<file path="src/rtl/msgpu_bus_pkg.sv">
// ---------------------------------------------------------------------------
// msgpu_bus_pkg
// Shared definitions for the MCU parallel-bus front end: bus width, the
// command/data flag encodings and the FIFO word layout used between the
// receiver and the downstream command decoder.
// No ports (package).
// ---------------------------------------------------------------------------
package msgpu_bus_pkg;

    localparam int MCU_BUS_WIDTH = 8;

    // Value carried on mcu_bus_command_data / out_is_command.
    localparam logic CMD_FLAG  = 1'b1;
    localparam logic DATA_FLAG = 1'b0;

    // One captured bus transfer; this is the word stored in the capture FIFO.
    typedef struct packed {
        logic                     is_command;
        logic [MCU_BUS_WIDTH-1:0] data;
    } bus_entry_t;

    // Builds a FIFO word from a synchronised flag and byte.
    function automatic bus_entry_t make_entry(
        input logic                     is_command,
        input logic [MCU_BUS_WIDTH-1:0] data
    );
        bus_entry_t entry;
        entry.is_command = is_command;
        entry.data       = data;
        return entry;
    endfunction

endpackage

</file>
<file path="src/rtl/mcu_bus_receiver_if.sv">
// ---------------------------------------------------------------------------
// mcu_bus_receiver_if
// Groups the asynchronous MCU bus inputs and the valid/ready output stream of
// the MCU bus receiver.
//   master : drives the MCU bus (mcu_bus_clock, mcu_bus, mcu_bus_command_data)
//            and out_ready; observes the stream and status outputs.
//   slave  : the receiver; samples the bus and out_ready, drives out_data,
//            out_is_command, out_valid, level and overflow.
// ---------------------------------------------------------------------------
interface mcu_bus_receiver_if
    import msgpu_bus_pkg::*;
#(
    parameter int DATA_WIDTH = MCU_BUS_WIDTH,
    parameter int FIFO_DEPTH = 8
);

    logic                          mcu_bus_clock;
    logic [DATA_WIDTH-1:0]         mcu_bus;
    logic                          mcu_bus_command_data;
    logic [DATA_WIDTH-1:0]         out_data;
    logic                          out_is_command;
    logic                          out_valid;
    logic                          out_ready;
    logic [$clog2(FIFO_DEPTH):0]   level;
    logic                          overflow;

    modport master (
        output mcu_bus_clock,
        output mcu_bus,
        output mcu_bus_command_data,
        output out_ready,
        input  out_data,
        input  out_is_command,
        input  out_valid,
        input  level,
        input  overflow
    );

    modport slave (
        input  mcu_bus_clock,
        input  mcu_bus,
        input  mcu_bus_command_data,
        input  out_ready,
        output out_data,
        output out_is_command,
        output out_valid,
        output level,
        output overflow
    );

endinterface

</file>
<file path="src/rtl/sync_fifo.sv">
// ---------------------------------------------------------------------------
// sync_fifo
// Single-clock first-word-fall-through FIFO. The head word is always present
// on rd_data_o while empty_o is low.
// Ports:
//   clk_i     : clock (rising edge)
//   reset_i   : synchronous active-high reset, empties the FIFO
//   push_i    : write wr_data_i at the tail (ignored when full unless popping)
//   wr_data_i : word to write
//   pop_i     : remove the head word (ignored when empty)
//   rd_data_o : head word
//   full_o    : FIFO holds DEPTH words
//   empty_o   : FIFO holds no words
//   level_o   : current occupancy (0..DEPTH)
// DEPTH must be a power of two and at least 2.
// ---------------------------------------------------------------------------
module sync_fifo #(
    parameter int WIDTH = 9,
    parameter int DEPTH = 8
) (
    input  logic                     clk_i,
    input  logic                     reset_i,
    input  logic                     push_i,
    input  logic [WIDTH-1:0]         wr_data_i,
    input  logic                     pop_i,
    output logic [WIDTH-1:0]         rd_data_o,
    output logic                     full_o,
    output logic                     empty_o,
    output logic [$clog2(DEPTH):0]   level_o
);

    localparam int ADDR_W = $clog2(DEPTH);
    localparam int PTR_W  = ADDR_W + 1;
    localparam logic [PTR_W-1:0] PTR_ONE = {{(PTR_W-1){1'b0}}, 1'b1};

    logic [WIDTH-1:0] mem_q [DEPTH];
    logic [PTR_W-1:0] wr_ptr_q;
    logic [PTR_W-1:0] wr_ptr_d;
    logic [PTR_W-1:0] rd_ptr_q;
    logic [PTR_W-1:0] rd_ptr_d;
    logic             full_s;
    logic             empty_s;
    logic             do_push_s;
    logic             do_pop_s;

    // Pointers carry one extra wrap bit so full and empty are distinguishable.
    assign empty_s = (wr_ptr_q == rd_ptr_q);
    assign full_s  = (wr_ptr_q[ADDR_W] != rd_ptr_q[ADDR_W]) &&
                     (wr_ptr_q[ADDR_W-1:0] == rd_ptr_q[ADDR_W-1:0]);

    // A pop frees a slot in the same cycle, so a full FIFO may still accept a push.
    assign do_pop_s  = pop_i & ~empty_s;
    assign do_push_s = push_i & (~full_s | do_pop_s);

    // Next-state pointer advance.
    always_comb begin
        wr_ptr_d = wr_ptr_q;
        rd_ptr_d = rd_ptr_q;
        if (do_push_s) begin
            wr_ptr_d = wr_ptr_q + PTR_ONE;
        end else begin
            wr_ptr_d = wr_ptr_q;
        end
        if (do_pop_s) begin
            rd_ptr_d = rd_ptr_q + PTR_ONE;
        end else begin
            rd_ptr_d = rd_ptr_q;
        end
    end

    // Pointer registers.
    always_ff @(posedge clk_i) begin
        if (reset_i) begin
            wr_ptr_q <= {PTR_W{1'b0}};
            rd_ptr_q <= {PTR_W{1'b0}};
        end else begin
            wr_ptr_q <= wr_ptr_d;
            rd_ptr_q <= rd_ptr_d;
        end
    end

    // Storage; cleared on reset so the head word reads as zero when empty.
    always_ff @(posedge clk_i) begin
        if (reset_i) begin
            for (int i = 0; i < DEPTH; i++) begin
                mem_q[i] <= {WIDTH{1'b0}};
            end
        end else if (do_push_s) begin
            mem_q[wr_ptr_q[ADDR_W-1:0]] <= wr_data_i;
        end
    end

    assign rd_data_o = mem_q[rd_ptr_q[ADDR_W-1:0]];
    assign full_o    = full_s;
    assign empty_o   = empty_s;
    assign level_o   = wr_ptr_q - rd_ptr_q;

endmodule

</file>
<file path="src/rtl/mcu_bus_receiver.sv">
// ---------------------------------------------------------------------------
// mcu_bus_receiver
// Front end of the MCU parallel bus. Resynchronises the asynchronous bus
// strobe, byte and command/data flag into system_clock, captures one entry on
// each rising edge of the synchronised strobe and buffers it in a
// first-word-fall-through FIFO presented as a valid/ready stream.
// Ports:
//   system_clock : sole clock; all state updates on its rising edge
//   reset        : synchronous active-high reset
//   bus (slave)  : mcu_bus_clock / mcu_bus / mcu_bus_command_data inputs,
//                  out_data / out_is_command / out_valid / out_ready stream,
//                  level (FIFO occupancy) and sticky overflow
// FIFO_DEPTH must be a power of two and at least 2; SYNC_STAGES at least 2.
// ---------------------------------------------------------------------------
module mcu_bus_receiver
    import msgpu_bus_pkg::*;
#(
    parameter int DATA_WIDTH  = MCU_BUS_WIDTH,
    parameter int FIFO_DEPTH  = 8,
    parameter int SYNC_STAGES = 2
) (
    input  logic               system_clock,
    input  logic               reset,
    mcu_bus_receiver_if.slave  bus
);

    localparam int LEVEL_W = $clog2(FIFO_DEPTH) + 1;
    localparam int ENTRY_W = $bits(bus_entry_t);

    // Stage 0 samples the pad; stage SYNC_STAGES-1 is the synchronised value.
    logic [SYNC_STAGES-1:0]                 clk_sync_q;
    logic [SYNC_STAGES-1:0]                 clk_sync_d;
    logic [SYNC_STAGES-1:0][DATA_WIDTH-1:0] data_sync_q;
    logic [SYNC_STAGES-1:0][DATA_WIDTH-1:0] data_sync_d;
    logic [SYNC_STAGES-1:0]                 flag_sync_q;
    logic [SYNC_STAGES-1:0]                 flag_sync_d;
    logic                                   prev_q;
    logic                                   overflow_q;
    logic                                   overflow_d;

    logic                                   push_s;
    logic                                   pop_s;
    logic                                   full_s;
    logic                                   empty_s;
    logic [LEVEL_W-1:0]                     level_s;
    bus_entry_t                             wr_entry_s;
    bus_entry_t                             rd_entry_s;
    logic [ENTRY_W-1:0]                     rd_word_s;

    // Next state of the resynchroniser chains: each new sample enters at stage 0.
    always_comb begin
        clk_sync_d  = {clk_sync_q[SYNC_STAGES-2:0], bus.mcu_bus_clock};
        data_sync_d = {data_sync_q[SYNC_STAGES-2:0], bus.mcu_bus};
        flag_sync_d = {flag_sync_q[SYNC_STAGES-2:0], bus.mcu_bus_command_data};
    end

    // Resynchronisers and edge-detect history. The strobe chain and prev reset
    // high so a strobe already high at reset release is not seen as an edge,
    // and any rise still in flight when reset hits is discarded.
    always_ff @(posedge system_clock) begin
        if (reset) begin
            clk_sync_q  <= {SYNC_STAGES{1'b1}};
            data_sync_q <= {(SYNC_STAGES*DATA_WIDTH){1'b0}};
            flag_sync_q <= {SYNC_STAGES{1'b0}};
            prev_q      <= 1'b1;
        end else begin
            clk_sync_q  <= clk_sync_d;
            data_sync_q <= data_sync_d;
            flag_sync_q <= flag_sync_d;
            prev_q      <= clk_sync_q[SYNC_STAGES-1];
        end
    end

    // Rising edge of the synchronised strobe; the byte and flag travelled
    // through equally deep chains, so they line up with this edge.
    assign push_s     = clk_sync_q[SYNC_STAGES-1] & ~prev_q;
    assign wr_entry_s = make_entry(flag_sync_q[SYNC_STAGES-1], data_sync_q[SYNC_STAGES-1]);
    assign pop_s      = ~empty_s & bus.out_ready;

    sync_fifo #(
        .WIDTH (ENTRY_W),
        .DEPTH (FIFO_DEPTH)
    ) u_fifo (
        .clk_i     (system_clock),
        .reset_i   (reset),
        .push_i    (push_s),
        .wr_data_i (wr_entry_s),
        .pop_i     (pop_s),
        .rd_data_o (rd_word_s),
        .full_o    (full_s),
        .empty_o   (empty_s),
        .level_o   (level_s)
    );

    // A push is only lost when the FIFO is full and nothing leaves that cycle.
    always_comb begin
        overflow_d = overflow_q;
        if (push_s && full_s && !pop_s) begin
            overflow_d = 1'b1;
        end else begin
            overflow_d = overflow_q;
        end
    end

    // Sticky overflow flag, cleared only by reset.
    always_ff @(posedge system_clock) begin
        if (reset) begin
            overflow_q <= 1'b0;
        end else begin
            overflow_q <= overflow_d;
        end
    end

    assign rd_entry_s         = rd_word_s;
    assign bus.out_data       = rd_entry_s.data;
    assign bus.out_is_command = rd_entry_s.is_command;
    assign bus.out_valid      = ~empty_s;
    assign bus.level          = level_s;
    assign bus.overflow       = overflow_q;

endmodule

</file>
<file path="src/flat_wrapper.sv">
// flat-port wrapper written by rule: the top's interface ports become plain ports
module mcu_bus_receiver_flat import msgpu_bus_pkg::*;
#(
    parameter int DATA_WIDTH  = MCU_BUS_WIDTH,
    parameter int FIFO_DEPTH  = 8,
    parameter int SYNC_STAGES = 2
)
  (system_clock, reset, bus_mcu_bus_clock, bus_mcu_bus, bus_mcu_bus_command_data, bus_out_ready, bus_out_data, bus_out_is_command, bus_out_valid, bus_level, bus_overflow);
  mcu_bus_receiver_if #(.DATA_WIDTH(DATA_WIDTH), .FIFO_DEPTH(FIFO_DEPTH)) bus_i ();
  input  logic system_clock;
  input  logic reset;
  input wire logic [$bits(bus_i.mcu_bus_clock)-1:0] bus_mcu_bus_clock;
  input wire logic [$bits(bus_i.mcu_bus)-1:0] bus_mcu_bus;
  input wire logic [$bits(bus_i.mcu_bus_command_data)-1:0] bus_mcu_bus_command_data;
  input wire logic [$bits(bus_i.out_ready)-1:0] bus_out_ready;
  output wire logic [$bits(bus_i.out_data)-1:0] bus_out_data;
  output wire logic [$bits(bus_i.out_is_command)-1:0] bus_out_is_command;
  output wire logic [$bits(bus_i.out_valid)-1:0] bus_out_valid;
  output wire logic [$bits(bus_i.level)-1:0] bus_level;
  output wire logic [$bits(bus_i.overflow)-1:0] bus_overflow;
  assign bus_i.mcu_bus_clock = bus_mcu_bus_clock;
  assign bus_i.mcu_bus = bus_mcu_bus;
  assign bus_i.mcu_bus_command_data = bus_mcu_bus_command_data;
  assign bus_i.out_ready = bus_out_ready;
  assign bus_out_data = bus_i.out_data;
  assign bus_out_is_command = bus_i.out_is_command;
  assign bus_out_valid = bus_i.out_valid;
  assign bus_level = bus_i.level;
  assign bus_overflow = bus_i.overflow;
  mcu_bus_receiver #(.DATA_WIDTH(DATA_WIDTH), .FIFO_DEPTH(FIFO_DEPTH), .SYNC_STAGES(SYNC_STAGES)) u_core (.system_clock(system_clock), .reset(reset), .bus(bus_i));
endmodule
</file>
<file path="config.mk">
export PLATFORM = sky130hd
export DESIGN_NAME = mcu_bus_receiver_flat
export DESIGN_NICKNAME = d
export VERILOG_FILES = /design/src/rtl/msgpu_bus_pkg.sv /design/src/rtl/mcu_bus_receiver_if.sv /design/src/rtl/sync_fifo.sv /design/src/rtl/mcu_bus_receiver.sv /design/src/flat_wrapper.sv
export SDC_FILE = /design/constraint.sdc
export NUM_CORES = 1
export LEC_CHECK = 0
export ABC_AREA = 1
export BUFFER_PORTS_ARGS = -buffer_cell sky130_fd_sc_hd__buf_2
export CELL_PAD_IN_SITES_DETAIL_PLACEMENT = 2
export CELL_PAD_IN_SITES_GLOBAL_PLACEMENT = 2
export CORE_MARGIN = 5
export CORE_UTILIZATION = 35
export DETAILED_ROUTE_END_ITERATION = 10
export HOLD_SLACK_MARGIN = 0.05
export PLACE_DENSITY = 0.73
export SLEW_MARGIN = 0
export SYNTH_ARGS = -nofsm -noshare
export SYNTH_HDL_FRONTEND = slang
export SYNTH_HIERARCHICAL = 1
export SYNTH_SLANG_ARGS = --single-unit
</file>
<file path="constraint.sdc">
create_clock -name system_clock -period 2.7 [get_ports system_clock]
set_input_delay 0.54 -clock system_clock [delete_from_list [all_inputs] [get_ports system_clock]]
set_output_delay 0.54 -clock system_clock [all_outputs]
set_load 0.005 [all_outputs]
</file>
# After elaboration in Yosys (flattened, before gate mapping)
# Memories as Yosys holds them, arrays and structs flattened. A register that Yosys moved wholly into a read port is not among the register bits.
# Index checks and enable logic that the tools add are counted.
[word_totals]
reg_bits = 30
mem_bits_rw = 72
in_bits = 13
word_cells = 38
memories = 1
[op_classes]
add_sub_neg = 3
n_eq_ne = 3
muxes = 10
n_bitwise = 8
n_reduce_logical = 5
[memory_table]
columns = ["memory", "words", "width", "rd", "rd_clocked_by_memory_dff", "write_ports", "line", "text"]
rows = [
  ["u_core.u_fifo.mem_q", 8, 9, 1, 1, 8, "sync_fifo.sv:36", "logic [WIDTH-1:0] mem_q [DEPTH];"],
]
[ops]
columns = ["operator", "count"]
rows = [
  ["3-bit 2-to-1 mux", 3],
  ["9-bit 2-to-1 mux", 1],
  ["9-bit OR reduction", 1],
  ["4-bit by 1-bit adder with 4-bit output (second input constant)", 2],
  ["1-bit 2-to-1 mux", 6],
  ["1-bit bitwise AND", 4],
  ["4-bit == test", 1],
  ["4-bit subtractor", 1],
  ["3-bit == test", 1],
  ["1-bit logical AND", 3],
  ["1-bit NOT", 3],
  ["1-bit zero test", 1],
  ["1-bit != test", 1],
  ["1-bit bitwise OR", 1],
]

# Logic depth before layout (Yosys ltp)
# Gate-level depths: netlist of the first run.
[depth]
ltp_word = 11
ltp_mapped = 16

# Cells and area by module
# The synthesis of the first run kept the hierarchy.
[modules_own_cells]
columns = ["mod", "n_inst", "cells_each", "area_per_inst_um2", "seq_area_each_um2"]
rows = [
  ["sync_fifo", 1, 397, 3987.6, 2382.3],
  ["mcu_bus_receiver", 1, 71, 650.6, 440.4],
]

# Worst setup path after synthesis of the first run
# No wires, ideal clock.
[synth_path]
path_type = "register -> register"
startpoint = "register u_core.u_fifo.wr_ptr_q[0]"
endpoint = "memory u_core.u_fifo.mem_q[0][0], enable pin"
t_arrival_ns = 2.255
required_time_ns = 2.366
setup_slack_ns = 0.111
stages_incl_launch_ff = 16
path_buffers = 2
period_less_slack_ns = 2.589
path_cell_list = "dfxtp_1 -> buf_2 -> clkinv_2 -> ha_1 -> nand2_1 -> nor2_4 -> nand2_1 -> inv_1 -> inv_1 -> nand2_1 -> inv_1 -> inv_1 -> nand3_4 -> buf_12 -> nand4_4 -> nand2_1"
[synth_rtl]
columns = ["element", "line", "text"]
rows = [
  ["from (decl)", "sync_fifo.sv:37", "logic [PTR_W-1:0] wr_ptr_q;"],
  ["from (signal assigned)", "sync_fifo.sv:74", "wr_ptr_q <= {PTR_W{1'b0}};"],
  ["from (signal assigned)", "sync_fifo.sv:77", "wr_ptr_q <= wr_ptr_d;"],
  ["to (decl)", "sync_fifo.sv:36", ""],
]

==> results of run 1 <==
final cells by class:
class / count / share of cell area, %
sequential: 105 / 53.1
multi-input combinational: 294 / 28.8
timing repair buffer: 44 / 4.94
clock buffer: 9 / 4.23
tap: 176 / 4.14
inverter: 50 / 3.55
clock inverter: 7 / 1.29
path summary, 6_finish.rpt:
| path | from | endpoint | slack (ps) |
|---|---|---|---|
| worst min-delay path | bus_mcu_bus_clock | u_core/clk_sync_q[0] | 370 |
| worst max register to register | u_core/u_fifo/rd_ptr_q[2] | u_core/u_fifo/mem_q[5][6] | 190 |
| worst max-delay path | flip-flop | bus_out_data[2] | 160 |
| worst min register to register | u_core/data_sync_d[12] | u_core/data_sync_q[12] | 410 |
per-layer routing:
metal  track usage (%)  part of all wire (%)  vias up
li1                  -                     -     1613
met1              22.0                    44     1730
met2              30.7                    52       57
met3              3.84                   3.4       10
met4              3.76                  0.96        0
met5                 0                     0        -
cell usage in the layout (no fill, tap or decap), drive strengths merged, types with 3 or more instances in the layout:
master  count
o22ai      18
ha          5
xor2        4
nand3       8
dfxtp      33
clkbuf      9
nor2      137
nand4       9
edfxtp     72
nand2      58
clkinv      6
inv        49
buf        44
o21ai      38
a21oi       6
nor3        5
or2         3
kinds of logic after synthesis:
logic type	count (synthesis)
and+or+nand+nor	221
buffers and inverters	69
AOI/OAI and AO/OA	62
adders and majority gates	6
DFF	105
xor gates and xnor gates	5
through the flow:
step                utilization, %  power (mW)  area (µm²)
finish                        40.5        3.27        5320
global route                  40.5        3.41        5320
CTS                           40.3        3.31        5300
detailed placement            38.1        1.99        5000
global placement              38.1        1.98        5000
floorplan                        -        1.91        4640
power by group:
part           leakage [nW]  switching [mW]  internal, mW
combinational         0.954           0.123        0.0481
clock                 0.143           0.594         0.718
sequential             1.01          0.0216          1.77
total                  2.11           0.738          2.53
sequential cells by signal (all words and copies together), names as in the netlist, named ones only:
name / cells
u_core/bus.overflow: 1
u_core/clk_sync_q: 2
u_core/data_sync_d: 8
u_core/data_sync_q: 8
u_core/flag_sync_q: 2
u_core/prev_q: 1
u_core/u_fifo/mem_q: 72
u_core/u_fifo/rd_ptr_q: 4
u_core/u_fifo/wr_ptr_q: 4
worst max-delay path, delay by kind of cell (launching register included):
| family | cells | cell delay (ps) |
|---|---|---|
| DFF | 1 | 730 |
| buffers and inverters | 2 | 420 |
| and+or+nand+nor | 2 | 160 |
| AOI/OAI and AO/OA | 2 | 350 |
timing repair:
item                                    CTS  global route
endpoints found under the setup margin    0            72
hold buffers                              0             0
gates resized for setup                   0             8
==> results by group, run 1 <==
Status
  • Status: complete, no violations

Clock network
  • Bufs on Longest Clock Path: 2
  • Post-CTS setup buffers: 0
  • Root Buffer: clkbuf_16
  • # clock sinks: 105
  • CTS H-tree lvls: 3
  • Clk slew on worst S/H paths: 70 ps
  • Worst skew pair latency: 350 ps
  • CTS buffer count: 9
  • CTS tree: built

Placed design
  • Port Buffers: 27
  • Routability cong.: 0.775
  • Hpwl dp: 9.62 mm
  • DP Cell Count: 669
  • Dpl ws: 82.2 ps

Final layout
  • Register area: 0.00282 mm²
  • Ant diodes: 0
  • Layout fillers: 1453
  • Fin cells: 685
  • Fin nets: 523
  • Multi-input logic area: 0.00153 mm²
  • Share of cells above drive strength 1: 18.1%
  • Synth-to-layout area growth: 14.7%

Worst setup path
  • Critical Path End Type: primary output
  • CP Launch Type: flip-flop
  • CP peak stage delay: 730 ps
  • Worst R2R Path Depth: 14
  • Worst EP required: 2160 ps
  • CP Cell Sequence: inv_2 -> o21ai_1 -> o22ai_1 -> nand2_1 -> nand2_1 -> buf_2
  • Worst-path fanout max: 19
  • Arrival time worst endpoint: 2000 ps
  • Slowest cell on the critical path: dfxtp_1
  • Worst setup path class: reg2out
  • Most frequent cell on the critical path: nand2_1

Power
  • Static leakage: 2.11 nW
  • PD cells: 615 mW/mm²
  • Maximum vdd drop: 0.277 mV

Timing
  • Period utilization: 94.2%
  • RSZ-0062 raised after global routing: no
  • Tmin final: 2540 ps
  • Skew final: 8.11 ps
  • Final Slew Violations: 0
  • Fin Setup TNS: 0 ps
  • Final worst slack: 158 ps
  • Rel. slew slack: 56.8%
  • Min Hold Slack: 373 ps
  • Worst Tran Pin Value: 646 ps
  • Fmax: 393 MHz
  • Final setup viols: 0
  • Final Hold Vio Count: 0

Logic synthesis
  • Mapped Nets: 487
  • Post-synthesis sequential area ratio: 60.9%
  • Share of the synthesized area in the top cell type: 46.6%
  • Simple-gate share of the synthesized area: 22.7%
  • Synth warnings: 6
  • Mux contribution to synthesized area: 0%
  • Largest family of logic cells by synthesized area: simple AND/OR/NAND/NOR gates
  • Yosys cell types: 34
  • Avg Cell Area, Syn: 9.91 µm²
  • Most common cell in the netlist: nor2_1
  • Seq cells post-synth: 105
  • Synth Flop Type: edfxtp_1
  • Synth top area cells: edfxtp_1, dfxtp_1, nor2_1, nand2_1, inv_1
  • Xor/xnor cell area share of the yosys netlist: 0.944%
  • Post-synth EDFFs: 72
  • Synth cell count leaders: nor2_1, edfxtp_1, nand2_1
  • Post-synthesis adder-cell area fraction: 1.78%
  • Post-synth ARST share: 0%
  • Cells after Synth: 468
  • Area leader, netlist: edfxtp_1
  • Compound-Gate Fraction of Synth Area: 7.18%
  • Post-Syn Area: 0.00464 mm²

Floorplanning
  • # IOs: 28
  • Die Height: 125 µm
  • Die W: 125 µm
  • Core area: 0.0131 mm²
  • Die ar.: 0.0157 mm²
  • Initial Util: 35.3%
  • Num rows: 42

Drt
  • Vias: 3410
  • DR iter-0 viols: 130
  • Routed len/inst: 19.6 µm
  • DR DRC count: 0
  • Drt pass-1 iters: 4
  • Average via count per standard cell: 4.98
  • Routed WL: 13.4 mm
  • Post-route ant nets: 0

Global routing
  • Total track usage: 17.4%
  • Largest net degree at the start of global routing: 37
  • Final global-route overflow total: 0
  • First-pass GRT wire length: 21.1 mm
  • Initial antenna violation count: 0
  • Vias in the first global route: 3722

Flow run
  • Maximum Capacitance Violations: 0

Hold path
  • Hold Crit Class: in2reg
  • WHS Path Cells: 2
(Power assumes the default switching activity.)
==> run 2: changes to the inputs <==
CORE_UTILIZATION = 30   (was 35)
PLACE_DENSITY = 0.64   (was 0.73)
RECOVER_POWER = 100   (was default)
==> results by group, run 2 (synthesis results as in run 1) <==
Status
  • Status: complete, no violations

Final layout
  • Fin nets: 521
  • Biggest register: u_core/u_fifo/mem_q
  • Fin cells: 694
  • Share of cells above drive strength 1: 15.0%
  • Most frequent cells in the layout: nor2_1, edfxtp_1, nand2_1, inv_1, dfxtp_1
  • Ant diodes: 0
  • Synth-to-layout area growth: 13.6%
  • Finished Core Util: 34.7%
  • Most common cell after layout, fill and taps aside: nor2_1
  • Largest register FFs: 72
  • Register area: 0.00282 mm²
  • Layout fillers: 1691
  • Design area: 0.00527 mm²
  • Multi-input logic area: 0.00152 mm²

Power
  • Sw Ratio: 21.9%
  • Static leakage: 2.08 nW
  • PD cells: 602 mW/mm²
  • Total power: 3.17 mW
  • Switch Pwr: 0.693 mW
  • Flop pwr share: 56.3%
  • Combinational share of power: 5.3%
  • Clock group share of total power: 38.5%
  • Internal cell power: 2.48 mW
  • Maximum vdd drop: 0.201 mV

Clock network
  • # clock sinks: 105
  • Bufs on Longest Clock Path: 2
  • Post-CTS setup buffers: 0
  • CTS tree: built
  • CTS buffer count: 9
  • Root Buffer: clkbuf_16
  • CTS H-tree lvls: 3
  • Clk slew on worst S/H paths: 70 ps
  • # hold bufs at CTS: 0
  • CTS resizes: 0
  • Worst skew pair latency: 350 ps

Timing
  • Fin Setup TNS: 0 ps
  • Fmax: 397 MHz
  • Worst Tran Pin Value: 1060 ps
  • Final Hold Vio Count: 0
  • Period utilization: 93.3%
  • RSZ-0062 raised after global routing: no
  • Min Hold Slack: 375 ps
  • Final worst slack: 180 ps
  • Final setup viols: 0
  • Skew final: 4.96 ps
  • Tmin final: 2520 ps
  • Final Slew Violations: 0
  • Rel. slew slack: 29.2%

Worst setup path
  • Arrival time worst endpoint: 1980 ps
  • Worst EP required: 2160 ps
  • Worst setup path class: reg2out
  • Worst-path fanout max: 19
  • CP Launch Type: flip-flop
  • Critical Path End Type: primary output

Drt
  • Met1 wire length: 5.94 mm
  • Drt pass-1 iters: 4
  • Top sig layer: met4
  • Met3 wire length: 383 µm
  • Routed len/inst: 18.6 µm
  • Routed wl met2: 6.40 mm
  • DR iter-0 viols: 188
  • Vias: 3308
  • Average via count per standard cell: 4.77
  • Routed WL: 12.9 mm
  • DR DRC count: 0
  • Post-route ant nets: 0

Placed design
  • Hpwl dp: 9.48 mm
  • Port Buffers: 27
  • Area after DPL: 0.00500 mm²
  • Routability cong.: 0.786
  • Dpl ws: 94.6 ps
  • DP Cell Count: 679

Flow run
  • Maximum Capacitance Violations: 0

Floorplanning
  • # IOs: 28
  • Die W: 134 µm
  • Die Height: 134 µm
  • Initial Util: 30.5%
  • Num rows: 45
  • Die ar.: 0.0180 mm²
  • Core area: 0.0152 mm²

Global routing
  • Largest net degree at the start of global routing: 37
  • Total track usage: 15.0%
  • Initial antenna violation count: 0
  • Final global-route overflow total: 0
  • Vias in the first global route: 3506
  • First-pass GRT wire length: 20.3 mm

Hold path
  • Hold Crit Class: in2reg
[run 2: worst max-delay path, stage by stage (launching register included)]
cell	delay (ps)
dfxtp_1	720
inv_2	290
o21ai_0	220
o22ai_1	140
nand2_1	90
nand2_1	50
buf_2	120
[run 2: final cells by class]
type	count	share of cell area, %
Inverter	50	3.58
Clock buffer	12	4.87
Tap cell	188	4.46
Timing Repair Buffer	42	4.37
Multi-Input combinational cell	294	28.9
Sequential cell	105	53.5
Clock inverter	3	0.309
[run 2: worst paths after layout]
| path | start | endpoint | slack (ps) | depth (start not counted) |
|---|---|---|---|---|
| hold reg to reg | u_core/data_sync_d[10] | u_core/data_sync_q[10] | 410 | 2 |
| setup / recovery | flip-flop | bus_out_data[2] | 180 | 6 |
| hold / removal | bus_mcu_bus_clock | u_core/clk_sync_q[0] | 380 | 2 |
| setup reg to reg | u_core/u_fifo/wr_ptr_q[0] | u_core/u_fifo/mem_q[4][4] | 250 | 14 |
[run 2: power groups by stage]
stage | combinational [mW] | sequential, mW | clock (mW)
3_3_place_gp | 0.167 | 1.82 | 0
4_1_cts | 0.174 | 1.79 | 1.27
2_1_floorplan | 0.102 | 1.81 | 0
6_report | 0.168 | 1.79 | 1.22
3_5_place_dp | 0.173 | 1.82 | 0
5_1_grt | 0.187 | 1.79 | 1.33
[run 2: per-layer routing]
| layer | up-vias | track usage (%) |
|---|---|---|
| met5 | - | 0 |
| met4 | 0 | 5.09 |
| met3 | 13 | 2.29 |
| met2 | 56 | 25.1 |
| met1 | 1634 | 19.8 |
| li1 | 1605 | - |
